**src/rtl/instr_fetch_queue_if.sv**
```systemverilog
// Fetch-queue bus: instruction memory read port, branch redirect and decode handoff.
// master = the fetch queue; slave = the surrounding memory/decode/branch logic.
interface instr_fetch_queue_if #(
  parameter int unsigned DEPTH = 4
) ();
  localparam int unsigned OW = $clog2(DEPTH + 1);

  logic          imem_req;
  logic [31:0]   imem_addr;
  logic [31:0]   imem_rdata;
  logic          redirect_valid;
  logic [31:0]   redirect_pc;
  logic          out_valid;
  logic          out_ready;
  logic [31:0]   out_instr;
  logic [31:0]   out_pc;
  logic [OW-1:0] occupancy;

  modport master (
    output imem_req, imem_addr,
    input  imem_rdata,
    input  redirect_valid, redirect_pc,
    output out_valid,
    input  out_ready,
    output out_instr, out_pc, occupancy
  );

  modport slave (
    input  imem_req, imem_addr,
    output imem_rdata,
    output redirect_valid, redirect_pc,
    input  out_valid,
    output out_ready,
    input  out_instr, out_pc, occupancy
  );
endinterface

```
**src/rtl/instr_fetch_queue.sv**
```systemverilog
// Fetch PC owner + DEPTH-entry {pc, instr} prefetch FIFO; request->out_valid is 2 cycles, redirect->first new out_valid 3.
// Backpressure: a fetch is issued only when queued + in-flight - popped leaves room, so pushes never meet a full FIFO.
module instr_fetch_queue #(
  parameter int unsigned DEPTH    = 4,
  parameter logic [31:0] RESET_PC = 32'h0,
  parameter logic [31:0] PC_STEP  = 32'd4
) (
  input  logic                clk,
  input  logic                nreset,
  instr_fetch_queue_if.master bus
);
  localparam int unsigned OW = $clog2(DEPTH + 1);
  localparam int unsigned PW = (DEPTH > 1) ? $clog2(DEPTH) : 1;

  typedef struct packed {
    logic [31:0] pc;
    logic [31:0] instr;
  } entry_t;

  entry_t        mem_q [DEPTH];
  entry_t        mem_d [DEPTH];
  logic [PW-1:0] rd_ptr_q, rd_ptr_d;
  logic [PW-1:0] wr_ptr_q, wr_ptr_d;
  logic [OW-1:0] occ_q, occ_d;
  logic [31:0]   fetch_pc_q, fetch_pc_d;
  logic [31:0]   tag_q, tag_d;
  logic          inflight_q, inflight_d;
  logic          head_vld, pop, push, req;
  logic [OW:0]   committed;

  function automatic logic [PW-1:0] ptr_inc(input logic [PW-1:0] p);
    return (p == PW'(DEPTH - 1)) ? '0 : p + PW'(1);
  endfunction

  always_comb begin
    head_vld  = nreset && (occ_q != '0) && !bus.redirect_valid;
    pop       = head_vld && bus.out_ready;
    // Slots already spoken for once this cycle's response lands and the head leaves.
    committed = {1'b0, occ_q} + (OW+1)'(inflight_q) - (OW+1)'(pop);
    req       = nreset && !bus.redirect_valid && (committed < (OW+1)'(DEPTH));
    push      = inflight_q && !bus.redirect_valid;

    mem_d      = mem_q;
    rd_ptr_d   = rd_ptr_q;
    wr_ptr_d   = wr_ptr_q;
    occ_d      = occ_q;
    fetch_pc_d = fetch_pc_q;
    tag_d      = tag_q;
    inflight_d = 1'b0;

    if (bus.redirect_valid) begin
      rd_ptr_d   = '0;
      wr_ptr_d   = '0;
      occ_d      = '0;
      fetch_pc_d = bus.redirect_pc;
    end else begin
      if (push) begin
        mem_d[wr_ptr_q].pc    = tag_q;
        mem_d[wr_ptr_q].instr = bus.imem_rdata;
        wr_ptr_d              = ptr_inc(wr_ptr_q);
      end
      if (pop) begin
        rd_ptr_d = ptr_inc(rd_ptr_q);
      end
      occ_d = occ_q + OW'(push) - OW'(pop);
      if (req) begin
        fetch_pc_d = fetch_pc_q + PC_STEP;
        tag_d      = fetch_pc_q;
        inflight_d = 1'b1;
      end
    end
  end

  always_ff @(posedge clk) begin
    if (!nreset) begin
      rd_ptr_q   <= '0;
      wr_ptr_q   <= '0;
      occ_q      <= '0;
      fetch_pc_q <= RESET_PC;
      tag_q      <= '0;
      inflight_q <= 1'b0;
    end else begin
      rd_ptr_q   <= rd_ptr_d;
      wr_ptr_q   <= wr_ptr_d;
      occ_q      <= occ_d;
      fetch_pc_q <= fetch_pc_d;
      tag_q      <= tag_d;
      inflight_q <= inflight_d;
    end
  end

  // Storage is data-path only; occupancy and pointers decide what is meaningful.
  always_ff @(posedge clk) begin
    mem_q <= mem_d;
  end

  assign bus.imem_req  = req;
  assign bus.imem_addr = fetch_pc_q;
  assign bus.out_valid = head_vld;
  assign bus.out_instr = nreset ? mem_q[rd_ptr_q].instr : '0;
  assign bus.out_pc    = nreset ? mem_q[rd_ptr_q].pc    : '0;
  assign bus.occupancy = occ_q;

  no_overflow_a: assert property (@(posedge clk) disable iff (!nreset)
    !(push && !pop && occ_q == OW'(DEPTH)));
endmodule
```
**src/flat_wrapper.sv**
```systemverilog
// flat-port wrapper written by rule: the top's interface ports become plain ports
module instr_fetch_queue_flat 
#(
  parameter int unsigned DEPTH    = 4,
  parameter logic [31:0] RESET_PC = 32'h0,
  parameter logic [31:0] PC_STEP  = 32'd4
)
  (clk, nreset, bus_imem_req, bus_imem_addr, bus_imem_rdata, bus_redirect_valid, bus_redirect_pc, bus_out_valid, bus_out_ready, bus_out_instr, bus_out_pc, bus_occupancy);
  instr_fetch_queue_if #(.DEPTH(DEPTH)) bus_i ();
  input  logic clk;
  input  logic nreset;
  output wire logic [$bits(bus_i.imem_req)-1:0] bus_imem_req;
  output wire logic [$bits(bus_i.imem_addr)-1:0] bus_imem_addr;
  input wire logic [$bits(bus_i.imem_rdata)-1:0] bus_imem_rdata;
  input wire logic [$bits(bus_i.redirect_valid)-1:0] bus_redirect_valid;
  input wire logic [$bits(bus_i.redirect_pc)-1:0] bus_redirect_pc;
  output wire logic [$bits(bus_i.out_valid)-1:0] bus_out_valid;
  input wire logic [$bits(bus_i.out_ready)-1:0] bus_out_ready;
  output wire logic [$bits(bus_i.out_instr)-1:0] bus_out_instr;
  output wire logic [$bits(bus_i.out_pc)-1:0] bus_out_pc;
  output wire logic [$bits(bus_i.occupancy)-1:0] bus_occupancy;
  assign bus_imem_req = bus_i.imem_req;
  assign bus_imem_addr = bus_i.imem_addr;
  assign bus_i.imem_rdata = bus_imem_rdata;
  assign bus_i.redirect_valid = bus_redirect_valid;
  assign bus_i.redirect_pc = bus_redirect_pc;
  assign bus_out_valid = bus_i.out_valid;
  assign bus_i.out_ready = bus_out_ready;
  assign bus_out_instr = bus_i.out_instr;
  assign bus_out_pc = bus_i.out_pc;
  assign bus_occupancy = bus_i.occupancy;
  instr_fetch_queue #(.DEPTH(DEPTH), .RESET_PC(RESET_PC), .PC_STEP(PC_STEP)) u_core (.clk(clk), .nreset(nreset), .bus(bus_i));
endmodule
```
**config.mk**
```make
export PLATFORM = sky130hd
export DESIGN_NAME = instr_fetch_queue_flat
export DESIGN_NICKNAME = d
export VERILOG_FILES = /design/src/rtl/instr_fetch_queue_if.sv /design/src/rtl/instr_fetch_queue.sv /design/src/flat_wrapper.sv
export SDC_FILE = /design/constraint.sdc
export NUM_CORES = 1
export LEC_CHECK = 0
export ABC_AREA = 1
export BUFFER_PORTS_ARGS = -buffer_cell sky130_fd_sc_hd__clkbuf_2
export CORE_MARGIN = 8
export CORE_UTILIZATION = 30
export CTS_CLUSTER_DIAMETER = 80
export DETAILED_ROUTE_END_ITERATION = 6
export GPL_TIMING_DRIVEN = 0
export HOLD_SLACK_MARGIN = 0.06
export SYNTH_ARGS = -nofsm -noshare
export SYNTH_HDL_FRONTEND = slang
export SYNTH_SLANG_ARGS = --single-unit
```
**constraint.sdc**
```tcl
create_clock -name clk -period 5.1 [get_ports clk]
set_input_delay 1.53 -clock clk [delete_from_list [all_inputs] [get_ports clk]]
set_output_delay 1.53 -clock clk [all_outputs]
set_load 0.01 [all_outputs]
```
### Word level (Yosys, flattened, before mapping)

Index checks and enable logic that the tools add are counted.

| word-level totals | value |
|---|---|
| register bits | 328 |
| output and inout port bits | 101 |
| word-level logic and storage cells | 60 |

| operators by class | value |
|---|---|
| add/subtract/negate cells | 7 |
| magnitude comparators | 4 |
| eq/ne operators | 2 |
| multiplexer cells | 16 |
| bitwise operators | 4 |
| reduce and logical (&&, ||, !) cells | 13 |

Operator list:

| kind | number |
|---|---|
| $bwmux W256 | 2 |
| $demux W64 S2 | 2 |
| $mux W64 | 3 |
| $mux W32 | 5 |
| $bmux W64 S2 | 1 |
| $add A32 B3 Y32 const B | 1 |
| $logic_and A1 B1 Y1 | 7 |
| $ge A3 B3 Y1 const B | 2 |
| $not A2 Y3 | 2 |
| $add A2 B1 Y2 const B | 2 |
| $add A3 B1 Y4 | 1 |
| $eq A2 B2 Y1 const B | 2 |
| $lt A4 B3 Y1 const B | 1 |
| $mux W2 | 2 |
| $reduce_and A2 Y1 | 2 |
| $sub A4 B1 Y4 | 1 |
| $add A3 B1 Y3 | 1 |
| $lt A3 B1 Y1 const B | 1 |
| $reduce_bool A3 Y1 | 1 |
| $sub A3 B1 Y3 | 1 |
| $not A1 Y1 | 2 |
| $reduce_bool A2 Y1 | 1 |
| $reduce_or A2 Y1 | 1 |
| $logic_not A1 Y1 | 1 |
| $mux W1 | 1 |

### Logic depth before layout (Yosys ltp)

Gate-level depths: netlist of the first run.

| logic depth | value |
|---|---|
| word-level depth | 9 |
| mapped depth | 22 |
| mapped depth without buffers | 21 |

### Worst setup path before layout of the first run

No wires, ideal clock.

| path | value |
|---|---|
| kind | input to output |
| start | in nreset |
| end | out bus_imem_req |
| arrival | 3.617 ns |
| required time | 3.570 ns |
| path slack | -0.047 ns |
| cell stages on the path | 18 |
| path buffers | 2 |
| path through | inv_2 > nor2_4 > inv_1 > a31oi_1 > nand2_1 > inv_1 > ha_1 > inv_1 > ha_1 > nand2_1 > inv_1 > nand2_1 > nand2_1 > nand2_1 > nand2_2 > nor2_4 > buf_6 > buf_2 |

| between the ends | value |
|---|---|
| longest elaborated chain between the ends | 6 |
| elaborated cells on any way between the ends | 7 |

RTL lines:

| element | line | text |
|---|---|---|
| start: declaration | flat_wrapper.sv:11 | `input logic nreset;` |
| $logic_and A1 B1 Y1 (2 in a row) | instr_fetch_queue.sv:36 | `head_vld = nreset && (occ_q != '0) && !bus.redirect_valid;` |
| named net bus_out_valid | flat_wrapper.sv:17 | `output wire logic [$bits(bus_i.out_valid)-1:0] bus_out_valid;` |
| $logic_and A1 B1 Y1 | instr_fetch_queue.sv:37 | `pop = head_vld && bus.out_ready;` |
| named net u_core.pop | instr_fetch_queue.sv:28 | `logic head_vld, pop, push, req;` |
| $sub A4 B1 Y4 | instr_fetch_queue.sv:39 | `committed = {1'b0, occ_q} + (OW+1)'(inflight_q) - (OW+1)'(pop);` |
| $lt A4 B3 Y1 | instr_fetch_queue.sv:40 | `req = nreset && !bus.redirect_valid && (committed < (OW+1)'(DEPTH));` |
| $logic_and A1 B1 Y1 | instr_fetch_queue.sv:40 |  |
| end: declaration | flat_wrapper.sv:12 | `output wire logic [$bits(bus_i.imem_req)-1:0] bus_imem_req;` |

The timed path passes the listed nets, and every way through them passes these cells.

### Final worst setup path of the first run

| path | value |
|---|---|
| start | in nreset |
| end | out bus_imem_req |

| between the ends | value |
|---|---|
| longest elaborated chain between the ends | 6 |
| elaborated cells on any way between the ends | 7 |

RTL lines:

| element | line |
|---|---|
| $logic_and A1 B1 Y1 (2 in a row) | instr_fetch_queue.sv:36 |
| $logic_and A1 B1 Y1 | instr_fetch_queue.sv:37 |
| named net u_core.pop | instr_fetch_queue.sv:28 |
| $sub A4 B1 Y4 | instr_fetch_queue.sv:39 |
| $lt A4 B3 Y1 | instr_fetch_queue.sv:40 |
| $logic_and A1 B1 Y1 | instr_fetch_queue.sv:40 |

The timed path passes the listed nets, and every way through them passes these cells.

==> flow_summary.ini, run 1 <==
[min_path]
hold_path.class = register to register
holdCritStartpoint = u_core.tag_q[10]$_SDFFE_PN0P_
min_path_cells = 0

[synth]
ys_top_cells_by_area = edfxtp_1, dfxtp_1, nor2_1
synth_seq_cells = 328
synth-main-ff-cell = edfxtp_1
synth_edf_count = 256
synth.net_count = 1694
synth_top_area_share_pct = 52.36
synth.avg_cell_area_sq_um = 9.091
synthDistinctLibCells = 31
ys_warn_count = 0
ys_seq_area_share_pct = 62.18
ys_async_sr_fraction_pct = 0
netlist_area_sq_um = 14680
synth_top_cell_by_area = edfxtp_1
synthCells = 1615

[critical_path]
end_kind = output port
slowest_stage = ha_4
reg2reg_depth = 21
critPathMaxStageDelay_ps = 210
cp_data_required_time_ps = 3570
arrival_ps = 3450
cp_cell_sequence = clkbuf_8 -> clkinv_8 -> nor2_4 -> inv_4 -> a31oi_4 -> nand2_2 -> inv_2 -> ha_4 -> inv_2 -> ha_4 -> nand2_1 -> inv_1 -> nand2_2 -> nand2_1 -> nand2_1 -> nand2_2 -> nor2_4 -> buf_12 -> buf_8
startpoint = nreset
path_class = input pin to output port
r2r_start = u_core.bus.occupancy[1]$_SDFF_PP0_
crit_path_start_kind = input pin
crit_fanout = 5
reg2reg_slack_ps = 2190

[floorplanning]
std_cell_rows = 81
core-area_sq_um = 48650
die_y_um = 237.2
dieArea_sq_um = 56270
start_util_pct = 30.18
die_w_um = 237.2
io_pins = 169

[clocking]
cts_tree = built
clkSinkCount = 328
htreeDepth = 2
clkTransAtPathRegs_ps = 60
clk_latency_ps = 530
clock-root-buffer = clkbuf_16
cts_buffer_depth = 3
numCtsBuffers = 36

[place]
gp_congestion = 0.8544
place_inst = 2414
io_buffers = 168
hpwlAfterDp_um = 30560

[final_layout]
area_growth_pct = 22.00
layout_common_cells = nor2_1, nand2_1, edfxtp_1, inv_1, o21ai_0
stdcell_count = 2492
drive_gt1_share_pct = 15.67
fillCellCount = 4904
utilization_pct = 36.82
final_common_cell = nor2_1
nets = 1922
antennaDiodeCount = 0

[sta]
finalClockSkew_ps = 18.94
timing_hold_violations_final = 0
whs_ps = 500.9
slew_headroom_pct = 45.02
drv_slew = 0
fin_crit_sh_pct = 97.64
fmax_mhz = 200.8
finalSetupViolations = 0
period_minus_slack_ps = 4979
worst_pin_slew_ps = 824.7

[routing]
drt_wl_total_um = 43380
viasPerCell = 4.672
drtIter0Drc = 994
routedWlPerCell_um = 17.41
drt_pass1_iterations = 5
postRouteAntennaNets = 0
drc_errors = 0
vias = 11640

[job]
maxCapViolCount = 0

[grt]
track_usage_pct = 15.04
grt_max_degree = 28
grt_pass1_wl_um = 66190
antenna_found_initial = 0
grt_pass1_vias = 11510
overflow = 0

[power]
p_leak_nw = 7.751
peakVddDrop_uv = 224.1
p_per_area_nw_per_um2 = 334.7
p_total_mw = 5.995

[run_status]
outcome = completed
==> final cells by class <==
cell class,count,area (sq um),area share (%)
flip-flops and latches,328,9129,50.96
multi-input cells,1001,4516,25.21
repair buffers,191,1162,6.489
clock buffers,46,969.7,5.414
well taps,622,778.2,4.345
inverters,197,754.5,4.212
plain buffers,88,390.4,2.179
clock inverters,19,212.7,1.187
==> cells in the mapped netlist, drive strengths merged (2+ instances only) <==
cell type / number
nor2: 327
edfxtp: 256
buf: 28
a21boi: 6
a21oi: 108
clkbuf: 61
nand3b: 2
o21ai: 174
inv: 197
nand2: 295
dfxtp: 72
xor2: 8
nand3: 63
nand4: 2
ha: 10
==> path summary, 6_finish.rpt <==
path | to
max | bus_imem_req
min reg2reg | u_core.mem_q[234]$_DFFE_PP_
max reg2reg | u_core.bus.imem_addr[23]$_SDFFE_PN0P_
min | u_core.mem_q[234]$_DFFE_PP_
==> per-layer routing <==
metal  vias to the layer above  wire [um]  part of all wire [%]  GRT usage, %
li1                       5713          -                     -             -
met4                         0        947                   2.2         4.175
met2                       344      20420                    47         25.08
met5                         -          0                     0             0
met1                      5526      19450                    45         19.62
met3                        59       2561                   5.9         3.173
==> report_power, final <==
part / switching (mW) / internal, mW / leakage (nW)
Combinational: 0.249 / 0.135 / 4.22
Sequential: 0.0597 / 2.94 / 2.96
Clock: 1.06 / 1.56 / 0.571
==> through the flow <==
stage,worst slack (ps),area [sq um],TNS [ps]
after floorplan,-12.04,14690,-3082
after global placement,-2578,16310,-653970
after detailed placement,-856.9,16530,-856.9
after CTS,16.96,17840,0
after global routing,-26.56,17910,-26.56
final,120.5,17910,0
==> state kept, by name, indices dropped and copies added (netlist names) <==
name / flops
u_core.mem_q: 256
u_core.bus.imem_addr: 32
u_core.bus.occupancy: 3
u_core.wr_ptr_q: 2
u_core.inflight_q: 1
u_core.rd_ptr_q: 2
u_core.tag_q: 32
==> logic make-up after synthesis <==
family / synth area share (%)
buf+inv: 7.670
xor+xnor: 0.4773
fa+ha+maj: 0.9886
flops: 62.18
compound gates: 10.06
simple gates: 18.62
==> critical path, delay by kind of cell <==
family          cells  cell delay, ps
simple gates        8             760
buf+inv             8             650
fa+ha+maj           2             340
compound gates      1             180
==> timing repair <==
action / CTS / global route
hold buffers: 0 / 0
resized for setup: 14 / 12
cloned: 0 / 0
pin swaps: 4 / 4
setup buffers: 10 / 4
endpoints found under the setup margin: 1 / 1
No activity file was read; power rests on OpenSTA's default activity.
==> inputs of run 2 (changes only) <==
--- a/config.mk
+++ b/config.mk
@@ -11,7 +11,7 @@
 export CORE_UTILIZATION = 30
 export CTS_CLUSTER_DIAMETER = 80
 export DETAILED_ROUTE_END_ITERATION = 6
-export GPL_TIMING_DRIVEN = 0
+export GPL_TIMING_DRIVEN = 1
 export HOLD_SLACK_MARGIN = 0.06
 export SYNTH_ARGS = -nofsm -noshare
 export SYNTH_HDL_FRONTEND = slang
==> run 2 against run 1 <==
Die area unchanged. Clock power about the same. Utilization decreased by 1.1 points. Setup slack improved by 74 ps. Global-route usage decreased by 0.54 points. First-iteration DRC count decreased by 18%. Sequential share of layout area increased by 1.6 points. Via count decreased by 3.0%. Flip-flop and latch count unchanged. Register-to-register slack got worse by 270 ps. Cell area decreased by 2.9%. Critical path type unchanged. Largest power group unchanged.
==> flow_summary.ini, run 2 (synthesis gave the netlist of run 1 again) <==
[run_status]
outcome = completed

[power]
p_leak_nw = 7.530
p_per_area_nw_per_um2 = 341.8
p_total_mw = 5.944
peakVddDrop_uv = 228.9

[routing]
drt_wl_total_um = 41540
postRouteAntennaNets = 0
drc_errors = 0
vias = 11290
viasPerCell = 4.680
drt_pass1_iterations = 5
routedWlPerCell_um = 17.22
drtIter0Drc = 816

[floorplanning]
core-area_sq_um = 48650
die_w_um = 237.2
dieArea_sq_um = 56270
start_util_pct = 30.18
io_pins = 169
die_y_um = 237.2
std_cell_rows = 81

[grt]
overflow = 0
grt_pass1_vias = 11040
grt_pass1_wl_um = 64060
grt_max_degree = 82
antenna_found_initial = 0
track_usage_pct = 14.50

[critical_path]
path_class = input pin to output port
cp_data_required_time_ps = 3570
r2r_end = u_core.bus.imem_addr[6]$_SDFFE_PN0P_
reg2reg_slack_ps = 1920
reg2reg_depth = 17
r2r_start = u_core.bus.occupancy[1]$_SDFF_PP0_
cp_num_buf_inv = 7
arrival_ps = 3380
crit_path_start_kind = input pin
crit_fanout = 3
critPathMaxStageDelay_ps = 270
crit_top_cell = inv_1
cp_cell_sequence = buf_2 -> clkinv_2 -> nor2_4 -> inv_1 -> a31oi_2 -> nand2_1 -> inv_1 -> ha_2 -> inv_1 -> ha_4 -> nand2_1 -> inv_1 -> nand2_1 -> nand3_1 -> nand2_2 -> nor2_4 -> buf_6
path_delay_family = simple AND/OR/NAND/NOR gates
slowest_stage = ha_4
end_kind = output port

[sta]
finalClockSkew_ps = 14.01
whs_ps = 508.3
fin_crit_sh_pct = 96.18
timing_hold_violations_final = 0
rsz0062_at_grt = false
finalSetupViolations = 0
period_minus_slack_ps = 4905
slew_headroom_pct = 23.27
drv_slew = 0
fmax_mhz = 203.9
worst_pin_slew_ps = 1151

[place]
io_buffers = 168
gp_congestion = 0.9020
hpwlAfterDp_um = 25450

[final_layout]
top_register = u_core.mem_q
final_common_cell = nor2_1
area_growth_pct = 18.46
largest_reg_flops = 256
drive_gt1_share_pct = 15.20
antennaDiodeCount = 0
layout_common_cells = nor2_1, nand2_1, edfxtp_1, inv_1, o21ai_0
nets = 1838

[min_path]
hold_path.class = register to register
min_to = u_core.mem_q[51]$_DFFE_PP_
min_path_cells = 0
holdCritStartpoint = u_core.tag_q[19]$_SDFFE_PN0P_

[clocking]
hold_buffers = 0
cts_buffer_depth = 3
clock-root-buffer = clkbuf_16
htreeDepth = 2
numCtsBuffers = 40
clk_latency_ps = 550
cts_tree = built
clkTransAtPathRegs_ps = 60
clkSinkCount = 328
cts_setup_buffers = 0

[job]
maxCapViolCount = 0
[run 2: where the power goes]
part | switching, mW | internal (mW) | leakage, nW | total [mW]
logic | 0.234 | 0.116 | 3.98 | 0.350
clock network | 1.09 | 1.51 | 0.588 | 2.60
registers | 0.0584 | 2.94 | 2.96 | 3.00
total | 1.38 | 4.57 | 7.53 | 5.94
[run 2: repair_timing]
action | 4_1_cts | 5_1_grt
resized for setup | 0 | 7
setup endpoints to repair | 0 | 1
hold endpoints to repair | 0 | 0
[run 2: worst max path at each step]
stage / slack (ps) / to / depth (start not counted) / start
2_1_floorplan: -10 / u_core.mem_q[0]$_DFFE_PP_ / 4 / bus_redirect_valid
3_3_place_gp: 70 / bus_imem_req / 18 / nreset
3_5_place_dp: 60 / bus_imem_req / 18 / nreset
4_1_cts: 50 / bus_imem_req / 16 / nreset
5_1_grt: 20 / bus_imem_req / 17 / nreset
6_report: 190 / bus_imem_req / 17 / nreset
[run 2: cell type report]
type / count / area [sq um]
Multi-Input combinational cell: 1001 / 4498
Timing Repair Buffer: 191 / 1045
Inverter: 197 / 742.0
Clock inverter: 17 / 90.09
Tap cell: 622 / 778.2
Sequential cell: 328 / 9136
Fill cell: 4900 / 31260
Clock buffer: 56 / 1102
[run 2: layer usage]
layer	global-route usage (%)	part of all wire, %	vias up	routed length [um]
met4	4.606	2.3	0	969
met1	19.05	46	5390	19030
li1	-	-	5544	-
met5	0	0	-	0
met2	24.03	46	298	19220
met3	2.710	5.6	57	2315
[run 2: stage by stage]
step / instances / area [sq um] / util (%) / setup TNS (ps) / setup slack, ps
floorplan: 1615 / 14690 / - / -3082 / -12.04
global placement: 2339 / 16170 / 33.24 / 0 / 67.79
detailed placement: 2339 / 16170 / 33.24 / 0 / 58.82
CTS: 2412 / 17360 / 35.69 / 0 / 50.22
global route: 2412 / 17390 / 35.75 / 0 / 17.84
finish: 2412 / 17390 / 35.75 / 0 / 194.9
==> inputs of run 3 (changes only) <==
--- a/config.mk
+++ b/config.mk
@@ -13,6 +13,7 @@
 export DETAILED_ROUTE_END_ITERATION = 6
 export GPL_TIMING_DRIVEN = 1
 export HOLD_SLACK_MARGIN = 0.06
+export PLACE_DENSITY_LB_ADDON = 0.1
 export SYNTH_ARGS = -nofsm -noshare
 export SYNTH_HDL_FRONTEND = slang
 export SYNTH_SLANG_ARGS = --single-unit
==> run 3 against run 2 <==
Hold slack worse by 5.7 ps. Largest cell class unchanged. Clock skew hardly changed. Critical path type unchanged. Critical path depth is 1 lower. Largest power group unchanged. Clock power is 3% higher. Via count is 2.1% lower.
==> flow_summary.ini, run 3 (synthesis gave the netlist of run 1 again) <==
[sta]
finalSetupViolations = 0
worst_pin_slew_ps = 963.0
period_minus_slack_ps = 4890
fmax_mhz = 204.5
fin_crit_sh_pct = 95.88
rsz0062_at_grt = false
timing.final.ws_setup_ps = 209.9
finalClockSkew_ps = 13.87
drv_slew = 0
timing_hold_violations_final = 0
slew_headroom_pct = 35.80
finalSetupTns_ps = 0
whs_ps = 502.6

[routing]
routedWlPerCell_um = 18.24
viasPerCell = 4.581
drtIter0Drc = 631
drt_pass1_iterations = 5
postRouteAntennaNets = 0
vias = 11050
drt_wl_total_um = 44020
drc_errors = 0

[critical_path]
crit_path_start_kind = input pin
path_depth = 16
cp_data_required_time_ps = 3570
path_delay_family = simple AND/OR/NAND/NOR gates
r2r_start = u_core.bus.occupancy[1]$_SDFF_PP0_
arrival_ps = 3360
reg2reg_depth = 17
reg2reg_slack_ps = 1980
crit_fanout = 3
cp_cell_sequence = clkbuf_2 -> inv_4 -> nor2_4 -> inv_1 -> a31oi_2 -> nand2_1 -> inv_1 -> ha_1 -> inv_1 -> ha_1 -> nand3_1 -> nand2_1 -> nand2_1 -> nand3_2 -> nor2_4 -> buf_6
r2r_end = u_core.bus.imem_addr[22]$_SDFFE_PN0P_
path_class = input pin to output port
slowest_stage = ha_1
critPathMaxStageDelay_ps = 280
cp_num_buf_inv = 6
end_kind = output port

[place]
place_ws_ps = 63.73
place_area_sq_um = 16220
io_buffers = 168
hpwlAfterDp_um = 26990
gp_congestion = 0.8530

[final_layout]
area_growth_pct = 18.83
layout_common_cells = nor2_1, nand2_1, edfxtp_1, inv_1
drive_gt1_share_pct = 15.13
fillCellCount = 5044
design_area_sq_um = 17450
antennaDiodeCount = 0
final_common_cell = nor2_1
nets = 1843
largest_reg_flops = 256
top_register = u_core.mem_q

[power]
p_per_area_nw_per_um2 = 346.4
peakVddDrop_uv = 195.8
p_total_mw = 6.042
p_leak_nw = 7.593

[grt]
grt_pass1_vias = 11170
track_usage_pct = 15.46
grt_pass1_wl_um = 67620
antenna_found_initial = 0
overflow = 0
grt_max_degree = 75

[floorplanning]
core-area_sq_um = 48650
die_w_um = 237.2
std_cell_rows = 81
die_y_um = 237.2
start_util_pct = 30.18
dieArea_sq_um = 56270
io_pins = 169

[run_status]
outcome = completed

[min_path]
hold_path.class = register to register
holdCritStartpoint = u_core.tag_q[23]$_SDFFE_PN0P_
min_to = u_core.mem_q[55]$_DFFE_PP_
min_path_cells = 0

[clocking]
cts_buffer_depth = 3
hold_buffers = 0
htreeDepth = 2
cts_tree = built
clk_latency_ps = 540
clkSinkCount = 328
numCtsBuffers = 40
clock-root-buffer = clkbuf_16
clkTransAtPathRegs_ps = 60

[job]
maxCapViolCount = 0
## run 3: worst max-delay path by stage
stage / startpoint / endpoint / slack, ps
finish: nreset / bus_imem_req / 210
CTS: nreset / bus_imem_req / 60
global placement: nreset / bus_imem_req / 70
floorplan: bus_redirect_valid / u_core.mem_q[0]$_DFFE_PP_ / -10
global route: nreset / bus_imem_req / 20
detailed placement: nreset / bus_imem_req / 60
## run 3: worst register-to-register path: stages (launching register included)
cell and delay, ps:
dfxtp_1 410, inv_1 110, a31oi_2 210, nand2_1 90, inv_1 60, ha_1 150
inv_1 50, ha_1 280, nand3_1 110, nand2_1 60, nand2_1 70, nand3_2 100
nor2_4 200, buf_4 650, nand3_1 250, nand3_1 140, nand2_1 50, inv_1 60
## run 3: routing by layer
metal / wire length [um] / global-route usage [%]
met1: 20490 / 20.23
met2: 20550 / 25.93
met3: 2080 / 3.277
met4: 897 / 3.838
met5: 0 / 0
## run 3: layout make-up
cell class | count | area [sq um] | area share [%]
Timing Repair Buffer | 196 | 1107 | 6.347
Clock inverter | 15 | 120.1 | 0.6885
Inverter | 197 | 743.2 | 4.260
Sequential cell | 328 | 9134 | 52.36
Multi-Input combinational cell | 1001 | 4468 | 25.61
Tap cell | 622 | 778.2 | 4.461
Clock buffer | 54 | 1095 | 6.276
## run 3: where the power goes
group / internal [mW] / switching (mW)
clock: 1.60 / 1.10
combinational: 0.117 / 0.237
sequential: 2.94 / 0.0563
total: 4.65 / 1.39
## run 3: timing repair
| action | in CTS | in global routing |
|---|---|---|
| gates resized for setup | 0 | 4 |
| buffers inserted | 0 | 0 |
| endpoints found under the setup margin | 0 | 1 |
## run 3: per-stage QoR
stage                     utilization (%)  instances
after floorplan                         -       1615
after global placement              33.34       2344
after detailed placement            33.34       2344
after CTS                           35.84       2413
after global routing                35.86       2413
final                               35.86       2413
